<file path="src/rtl/cla_pipe_addsub_pkg.sv">
// Shared definitions for the pipelined CLA adder/subtractor.
// Latency: n/a (constants and elaboration-time helpers only).
// Backpressure: n/a.
// Contents: mode encodings, ALU status flag bit positions, and the
// configuration legality check used by the top level at elaboration.
package cla_pipe_addsub_pkg;

  // Operation select on the 'sub' input.
  localparam logic MODE_ADD = 1'b0;
  localparam logic MODE_SUB = 1'b1;

  // Bit positions of the flags inside the ALU status register.
  localparam int FLAG_C = 0;
  localparam int FLAG_V = 1;
  localparam int FLAG_Z = 2;
  localparam int FLAG_N = 3;
  localparam int FLAG_W = 4;

  // A configuration is usable only when WIDTH splits evenly into STAGES
  // slices and each slice splits evenly into GROUP-bit lookahead groups.
  function automatic bit cfgLegal(input int width, input int stages, input int group);
    if (width < 1 || stages < 1 || group < 1) return 1'b0;
    if (width % stages != 0) return 1'b0;
    if ((width / stages) % group != 0) return 1'b0;
    return 1'b1;
  endfunction

endpackage

</file>
<file path="src/rtl/cla_pipe_addsub_slice.sv">
// Combinational carry-lookahead adder for one pipeline slice.
// Latency: 0 cycles (pure combinational).
// Backpressure: none; the caller decides when the result is captured.
// Ports: x, y (WIDTH operands), cin (carry in) -> s (WIDTH sum), cout (carry out).
module cla_slice #(
  parameter int WIDTH = 16,
  parameter int GROUP = 4
) (
  input  logic [WIDTH-1:0] x,
  input  logic [WIDTH-1:0] y,
  input  logic             cin,
  output logic [WIDTH-1:0] s,
  output logic             cout
);

  localparam int NGRP = WIDTH / GROUP;

  logic [WIDTH-1:0] p;
  logic [WIDTH-1:0] g;
  logic [WIDTH-1:0] c;      // carry into each bit
  logic [NGRP:0]    gc;     // carry into each group
  logic [NGRP-1:0]  gg;
  logic [NGRP-1:0]  gp;

  assign p = x ^ y;
  assign g = x & y;

  // Within a group every carry is a flat sum-of-products of the bit
  // generate/propagate terms and the group carry-in; groups are chained
  // through their group generate/propagate pair.
  always_comb begin
    logic term;
    logic acc;
    term = 1'b0;
    acc  = 1'b0;
    gg   = '0;
    gp   = '0;
    gc   = '0;
    c    = '0;
    gc[0] = cin;
    for (int j = 0; j < NGRP; j++) begin
      gp[j] = &p[j*GROUP +: GROUP];
      for (int i = 0; i < GROUP; i++) begin
        term = g[j*GROUP + i];
        for (int m = i + 1; m < GROUP; m++) term = term & p[j*GROUP + m];
        gg[j] = gg[j] | term;
      end
      for (int i = 0; i < GROUP; i++) begin
        acc = gc[j];
        for (int m = 0; m < i; m++) acc = acc & p[j*GROUP + m];
        for (int k = 0; k < i; k++) begin
          term = g[j*GROUP + k];
          for (int m = k + 1; m < i; m++) term = term & p[j*GROUP + m];
          acc = acc | term;
        end
        c[j*GROUP + i] = acc;
      end
      gc[j+1] = gg[j] | (gp[j] & gc[j]);
    end
  end

  assign s    = p ^ c;
  assign cout = gc[NGRP];

endmodule

</file>
<file path="src/rtl/cla_pipe_addsub.sv">
// Pipelined carry-lookahead adder/subtractor, one WIDTH/STAGES slice per stage.
// Latency: STAGES cycles from acceptance to outValid; one beat per cycle throughput.
// Backpressure: global stall; whole pipe holds while outValid && !outReady, inReady = !outValid || outReady.
// Ports: clk, rst (async active-low); inValid/inReady with a, b, carryInput, sub;
//        outValid/outReady with sum, carryOutput, overflow, zero, negative.
module cla_pipe_addsub
  import cla_pipe_addsub_pkg::*;
#(
  parameter int WIDTH  = 32,
  parameter int STAGES = 2,
  parameter int GROUP  = 4
) (
  input  logic             clk,
  input  logic             rst,
  input  logic             inValid,
  output logic             inReady,
  input  logic [WIDTH-1:0] a,
  input  logic [WIDTH-1:0] b,
  input  logic             carryInput,
  input  logic             sub,
  output logic             outValid,
  input  logic             outReady,
  output logic [WIDTH-1:0] sum,
  output logic             carryOutput,
  output logic             overflow,
  output logic             zero,
  output logic             negative
);

  localparam int SLICE = WIDTH / STAGES;

  if (!cfgLegal(WIDTH, STAGES, GROUP)) begin : gBadCfg
    $error("cla_pipe_addsub: WIDTH must split into STAGES slices that are multiples of GROUP");
  end

  logic             adv;
  logic [WIDTH-1:0] bEff;
  logic             cin;
  logic [FLAG_W-1:0] flags;

  assign adv     = !outValid || outReady;
  assign inReady = adv;
  assign bEff    = (sub == MODE_SUB) ? ~b : b;
  assign cin     = (sub == MODE_ADD) ? carryInput : 1'b1;

  // Stage k adds slice k. Operand bits not yet consumed ride along in
  // aRemQ/bRemQ (lowest slice first); finished sum bits accumulate in sumQ.
  // Data registers only load for valid beats so bubbles leave them quiet.
  for (genvar k = 0; k < STAGES; k++) begin : gStage
    localparam int DONE = (k + 1) * SLICE;
    localparam int REM  = WIDTH - DONE;

    logic [SLICE-1:0] sliceX;
    logic [SLICE-1:0] sliceY;
    logic [SLICE-1:0] sliceS;
    logic             sliceC;
    logic             sliceCo;
    logic             inV;
    logic             inAMsb;
    logic             inBMsb;
    logic [DONE-1:0]  sumD;

    logic             vldQ;
    logic             cyQ;
    logic             aMsbQ;
    logic             bMsbQ;
    logic [DONE-1:0]  sumQ;

    if (k == 0) begin : gIn
      assign sliceX = a[SLICE-1:0];
      assign sliceY = bEff[SLICE-1:0];
      assign sliceC = cin;
      assign inV    = inValid;
      assign inAMsb = a[WIDTH-1];
      assign inBMsb = bEff[WIDTH-1];
      assign sumD   = sliceS;
    end else begin : gIn
      assign sliceX = gStage[k-1].gRem.aRemQ[SLICE-1:0];
      assign sliceY = gStage[k-1].gRem.bRemQ[SLICE-1:0];
      assign sliceC = gStage[k-1].cyQ;
      assign inV    = gStage[k-1].vldQ;
      assign inAMsb = gStage[k-1].aMsbQ;
      assign inBMsb = gStage[k-1].bMsbQ;
      assign sumD   = {sliceS, gStage[k-1].sumQ};
    end

    cla_slice #(
      .WIDTH (SLICE),
      .GROUP (GROUP)
    ) uSlice (
      .x    (sliceX),
      .y    (sliceY),
      .cin  (sliceC),
      .s    (sliceS),
      .cout (sliceCo)
    );

    always_ff @(posedge clk or negedge rst) begin
      if (!rst) begin
        vldQ  <= 1'b0;
        cyQ   <= 1'b0;
        aMsbQ <= 1'b0;
        bMsbQ <= 1'b0;
        sumQ  <= '0;
      end else if (adv) begin
        vldQ <= inV;
        if (inV) begin
          cyQ   <= sliceCo;
          aMsbQ <= inAMsb;
          bMsbQ <= inBMsb;
          sumQ  <= sumD;
        end
      end
    end

    if (REM > 0) begin : gRem
      logic [REM-1:0] aRemD;
      logic [REM-1:0] bRemD;
      logic [REM-1:0] aRemQ;
      logic [REM-1:0] bRemQ;

      if (k == 0) begin : gSrc
        assign aRemD = a[WIDTH-1:SLICE];
        assign bRemD = bEff[WIDTH-1:SLICE];
      end else begin : gSrc
        localparam int PREV = WIDTH - k * SLICE;
        assign aRemD = gStage[k-1].gRem.aRemQ[PREV-1:SLICE];
        assign bRemD = gStage[k-1].gRem.bRemQ[PREV-1:SLICE];
      end

      always_ff @(posedge clk or negedge rst) begin
        if (!rst) begin
          aRemQ <= '0;
          bRemQ <= '0;
        end else if (adv && inV) begin
          aRemQ <= aRemD;
          bRemQ <= bRemD;
        end
      end
    end
  end

  // Flags come from the last stage. Zero is qualified with outValid so
  // every output reads 0 straight out of reset.
  assign outValid      = gStage[STAGES-1].vldQ;
  assign sum           = gStage[STAGES-1].sumQ;
  assign flags[FLAG_C] = gStage[STAGES-1].cyQ;
  assign flags[FLAG_V] = (gStage[STAGES-1].aMsbQ == gStage[STAGES-1].bMsbQ) &&
                         (sum[WIDTH-1] != gStage[STAGES-1].aMsbQ);
  assign flags[FLAG_Z] = outValid & ~|sum;
  assign flags[FLAG_N] = sum[WIDTH-1];

  assign carryOutput = flags[FLAG_C];
  assign overflow    = flags[FLAG_V];
  assign zero        = flags[FLAG_Z];
  assign negative    = flags[FLAG_N];

endmodule

</file>
<file path="config.mk">
export PLATFORM = sky130hd
export DESIGN_NAME = cla_pipe_addsub
export DESIGN_NICKNAME = d
export VERILOG_FILES = /design/src/rtl/cla_pipe_addsub_pkg.sv /design/src/rtl/cla_pipe_addsub_slice.sv /design/src/rtl/cla_pipe_addsub.sv
export SDC_FILE = /design/constraint.sdc
export NUM_CORES = 1
export LEC_CHECK = 0
export BUFFER_PORTS_ARGS = -buffer_cell sky130_fd_sc_hd__buf_4
export CAP_MARGIN = 20
export CORE_MARGIN = 4
export CORE_UTILIZATION = 45
export CTS_BUF_LIST = sky130_fd_sc_hd__clkbuf_8
export DETAILED_ROUTE_END_ITERATION = 12
export GPL_TIMING_DRIVEN = 0
export PLACE_DENSITY_LB_ADDON = 0.2
export RECOVER_POWER = 100
export SYNTH_ARGS = -nofsm -noshare
export SYNTH_HDL_FRONTEND = slang
export SYNTH_HIERARCHICAL = 1
export SYNTH_SLANG_ARGS = --single-unit
</file>
<file path="constraint.sdc">
create_clock -name clk -period 2.75 [get_ports clk]
set_clock_uncertainty 0.1 [all_clocks]
set_input_delay 0.6875 -clock clk [delete_from_list [all_inputs] [get_ports clk]]
set_output_delay 0.6875 -clock clk [all_outputs]
set_load 0.01 [all_outputs]
</file>
==> impl_metrics.py <==
metrics = {
    "run_status": {
        "status": "finished with violations",
        "violations": "negative setup slack",
    },
    "synthesis": {
        "synth.area.top_cells": "dfrtp_1, mux2_4, ha_1, xor2_1, mux2_2",
        "syn_inst": 406,
        "synth_top_flop_cell": "dfrtp_1",
        "synth_top_cell_by_area": "dfrtp_1",
        "yosysWarnings": 6,
        "postSynthNetCount": 524,
        "synth_cell_type_count": 33,
        "netlist_area_mm2": 0.00530,
        "synth_edf_count": 0,
        "synthArstFlopShare": 1.00,
        "yosysSeqAreaShare": 0.406,
        "synth_seq_cells": 86,
        "syn_avg_cell_area_um2": 13.1,
        "synth_top_area_share": 0.406,
    },
    "timing": {
        "maxSlewHeadroom": 0.253,
        "setup_viol": 6,
        "hold_viol": 0,
        "final.min_clock_period_ns": 2.86,
        "rsz0062_at_grt": "yes",
        "tightest_slew_ns": 1.12,
        "drv_slew": 0,
        "max_freq_mhz": 350,
        "layout_setup_ws_ns": -0.107,
        "finalCritPeriodShare": 1.04,
    },
    "flow_run": {
        "drv_cap": 0,
    },
    "detailed_routing": {
        "drt-initial-drc-count": 101,
        "drcViolationCount": 0,
        "viasPerCell": 5.11,
        "finalWirelength_um": 11600,
        "ant_nets": 0,
        "vias": 3497,
        "wl_per_cell_um": 16.9,
        "drtPass1Iterations": 4,
    },
    "cells_and_area": {
        "insertedDiodeCount": 0,
        "fin_nets": 656,
        "multi_input_area_mm2": 0.00297,
        "drive_above_1_share": 0.338,
        "final_area_mm2": 0.00646,
        "register_area_mm2": 0.00215,
        "final_common_cell": "dfrtp_1",
        "fin_cells": 685,
        "area_growth_pct": 21.9,
        "fillers": 1038,
        "final_cell_mix": "dfrtp_1, buf_4, clkbuf_1",
    },
    "die": {
        "die_y_um": 117,
        "num_io_pins": 108,
        "std_cell_rows": 39,
        "die-area_mm2": 0.0136,
        "die_w_um": 117,
        "core_mm2": 0.0115,
        "initial_utilization": 0.462,
    },
    "critical_path": {
        "crit_fanout": 7,
        "critPathLaunchType": "primary input",
        "crit_path_end_kind": "register",
        "critical_path.max_stage_delay_ns": 0.31,
        "path_cells": "buf_16 -> buf_12 -> xor2_1 -> ha_1 -> and4_1 -> nor2b_4 -> o31ai_4 -> nand3_2 -> ha_2 -> o21a_1 -> o21a_1 -> nor2_2 -> xnor2_1 -> mux2_4",
        "crit_buf_inv": 2,
        "path_delay_family": "simple AND/OR/NAND/NOR gates",
        "arrival_ns": 3.00,
        "crit_top_cell": "o21a_1",
        "crit_type": "primary input to register",
        "required_ns": 2.89,
        "cp_slowest_cell": "ha_1",
    },
    "clock_tree": {
        "clkLatencyLatePin_ns": 0.36,
        "cts_sinks": 86,
        "tritoncts": "yes",
        "cts_buffers": 9,
        "cts.htree.levels": 3,
        "clk_pin_slew_ns": 0.08,
        "clk_path_buf_depth": 2,
        "cts-root-buf": "clkbuf_8",
    },
    "power_and_ir_drop": {
        "leakage_nw": 2.99,
        "vdd_ir_drop_max_mv": 0.388,
        "powerDensity_mw_per_mm2": 800,
    },
    "grt": {
        "grt_pass1_vias": 3717,
        "track_usage": 0.174,
        "grt_overflow": 0,
        "antenna_found_initial": 0,
        "grt_max_degree": 87,
        "grt_pass1_wl_um": 18300,
    },
    "place": {
        "portBuffers": 106,
        "dp.cells": 655,
        "dpl-instance-area_mm2": 0.00632,
        "finalWeightedCongestion": 0.811,
        "dp_hpwl_um": 8620,
    },
    "hold_path": {
        "hp-class": "primary input to asynchronous set/reset pin",
    },
}
path summary, 6_finish.rpt:
| path | slack [ns] | cells after the start | end | startpoint |
|---|---|---|---|---|
| worst max-delay path | -0.11 | 14 | gStage[0].sumQ[15]$_DFFE_PN0P_ | sub |
| worst min-delay path | 0.38 | 1 | sum[28]$_DFFE_PN0P_ | rst |
| worst max register to register | -0.04 | 11 | sum[31]$_DFFE_PN0P_ | gStage[0].gRem.bRemQ[2]$_DFFE_PN0P_ |
| worst min register to register | 0.39 | 2 | outValid$_DFFE_PN0N_ | gStage[0].vldQ$_DFFE_PN0N_ |
| max in group asynchronous | 0.50 | 2 | sum[4]$_DFFE_PN0P_ | rst |
| min in group clk | 0.39 | 2 | outValid$_DFFE_PN0N_ | gStage[0].vldQ$_DFFE_PN0N_ |
power breakdown:
part	total, mW	switching [mW]	leakage [nW]	internal (mW)
Clock	0.931	0.443	0.104	0.488
Combinational	2.11	0.991	1.89	1.12
Sequential	2.13	0.398	1.00	1.73
Total	5.17	1.83	2.99	3.34
metrics by stage:
stage	TNS, ns	power [mW]	util	setup WS, ns	hold WS [ns]
finish	-0.270	5.17	0.564	-0.107	0.381
global route	-0.927	5.53	0.564	-0.179	0.426
CTS	-0.314	5.61	0.582	-0.130	0.416
detailed placement	-6.35	4.61	0.551	-0.826	0.399
global placement	-6.14	4.53	0.551	-0.749	0.385
floorplan	-3.20	3.68	-	-0.504	0.292
sequential cells by signal, summed over array words and instances (netlist names):
signal,flops
gStage.gRem.aRemQ,15
gStage.gRem.bRemQ,15
gStage.vldQ,1
carryOutput,1
gStage.sumQ,16
gStage.aMsbQ,2
gStage.bMsbQ,2
gStage.cyQ,1
outValid,1
sum,32
cell families after synthesis:
logic type	share of synthesized area
xor gates and xnor gates	0.0793
buffers and inverters	0.0333
AOI/OAI and AO/OA	0.0557
and+or+nand+nor	0.0758
DFF	0.406
muxes	0.225
adders and majority gates	0.125
final cells by class:
class | instances | share of cell area
Multi-Input combinational cell | 296 | 0.459
Sequential cell | 86 | 0.333
Timing Repair Buffer | 122 | 0.124
Tap cell | 143 | 0.0277
Clock buffer | 12 | 0.0256
Buffer | 12 | 0.0178
Clock inverter | 3 | 0.00658
Inverter | 11 | 0.00639
routing by layer:
layer  vias up  share of wire  GRT usage
met5         -              0          0
met3        14          0.053     0.0306
li1       1693              -          -
met4         0          0.019     0.0665
met1      1708           0.44      0.219
met2        82           0.49      0.297
synth_stat cells (8+ instances only):
cell / n
a21oi_1: 8
buf_6: 10
dfrtp_1: 86
fa_1: 8
ha_1: 40
inv_1: 11
mux2_2: 15
mux2_4: 66
nor2_1: 26
nor3_1: 11
o21a_1: 16
xnor2_1: 10
xor2_1: 38
repair_timing:
action / in CTS / in global routing
gates cloned: 1 / 0
endpoints found under the setup margin: 11 / 13
hold buffers: 0 / 0
gates resized for setup: 11 / 20
hold endpoints to repair: 0 / 0
pin swaps: 15 / 16
buffers inserted: 11 / 5
No activity file was read; power rests on OpenSTA's default activity.
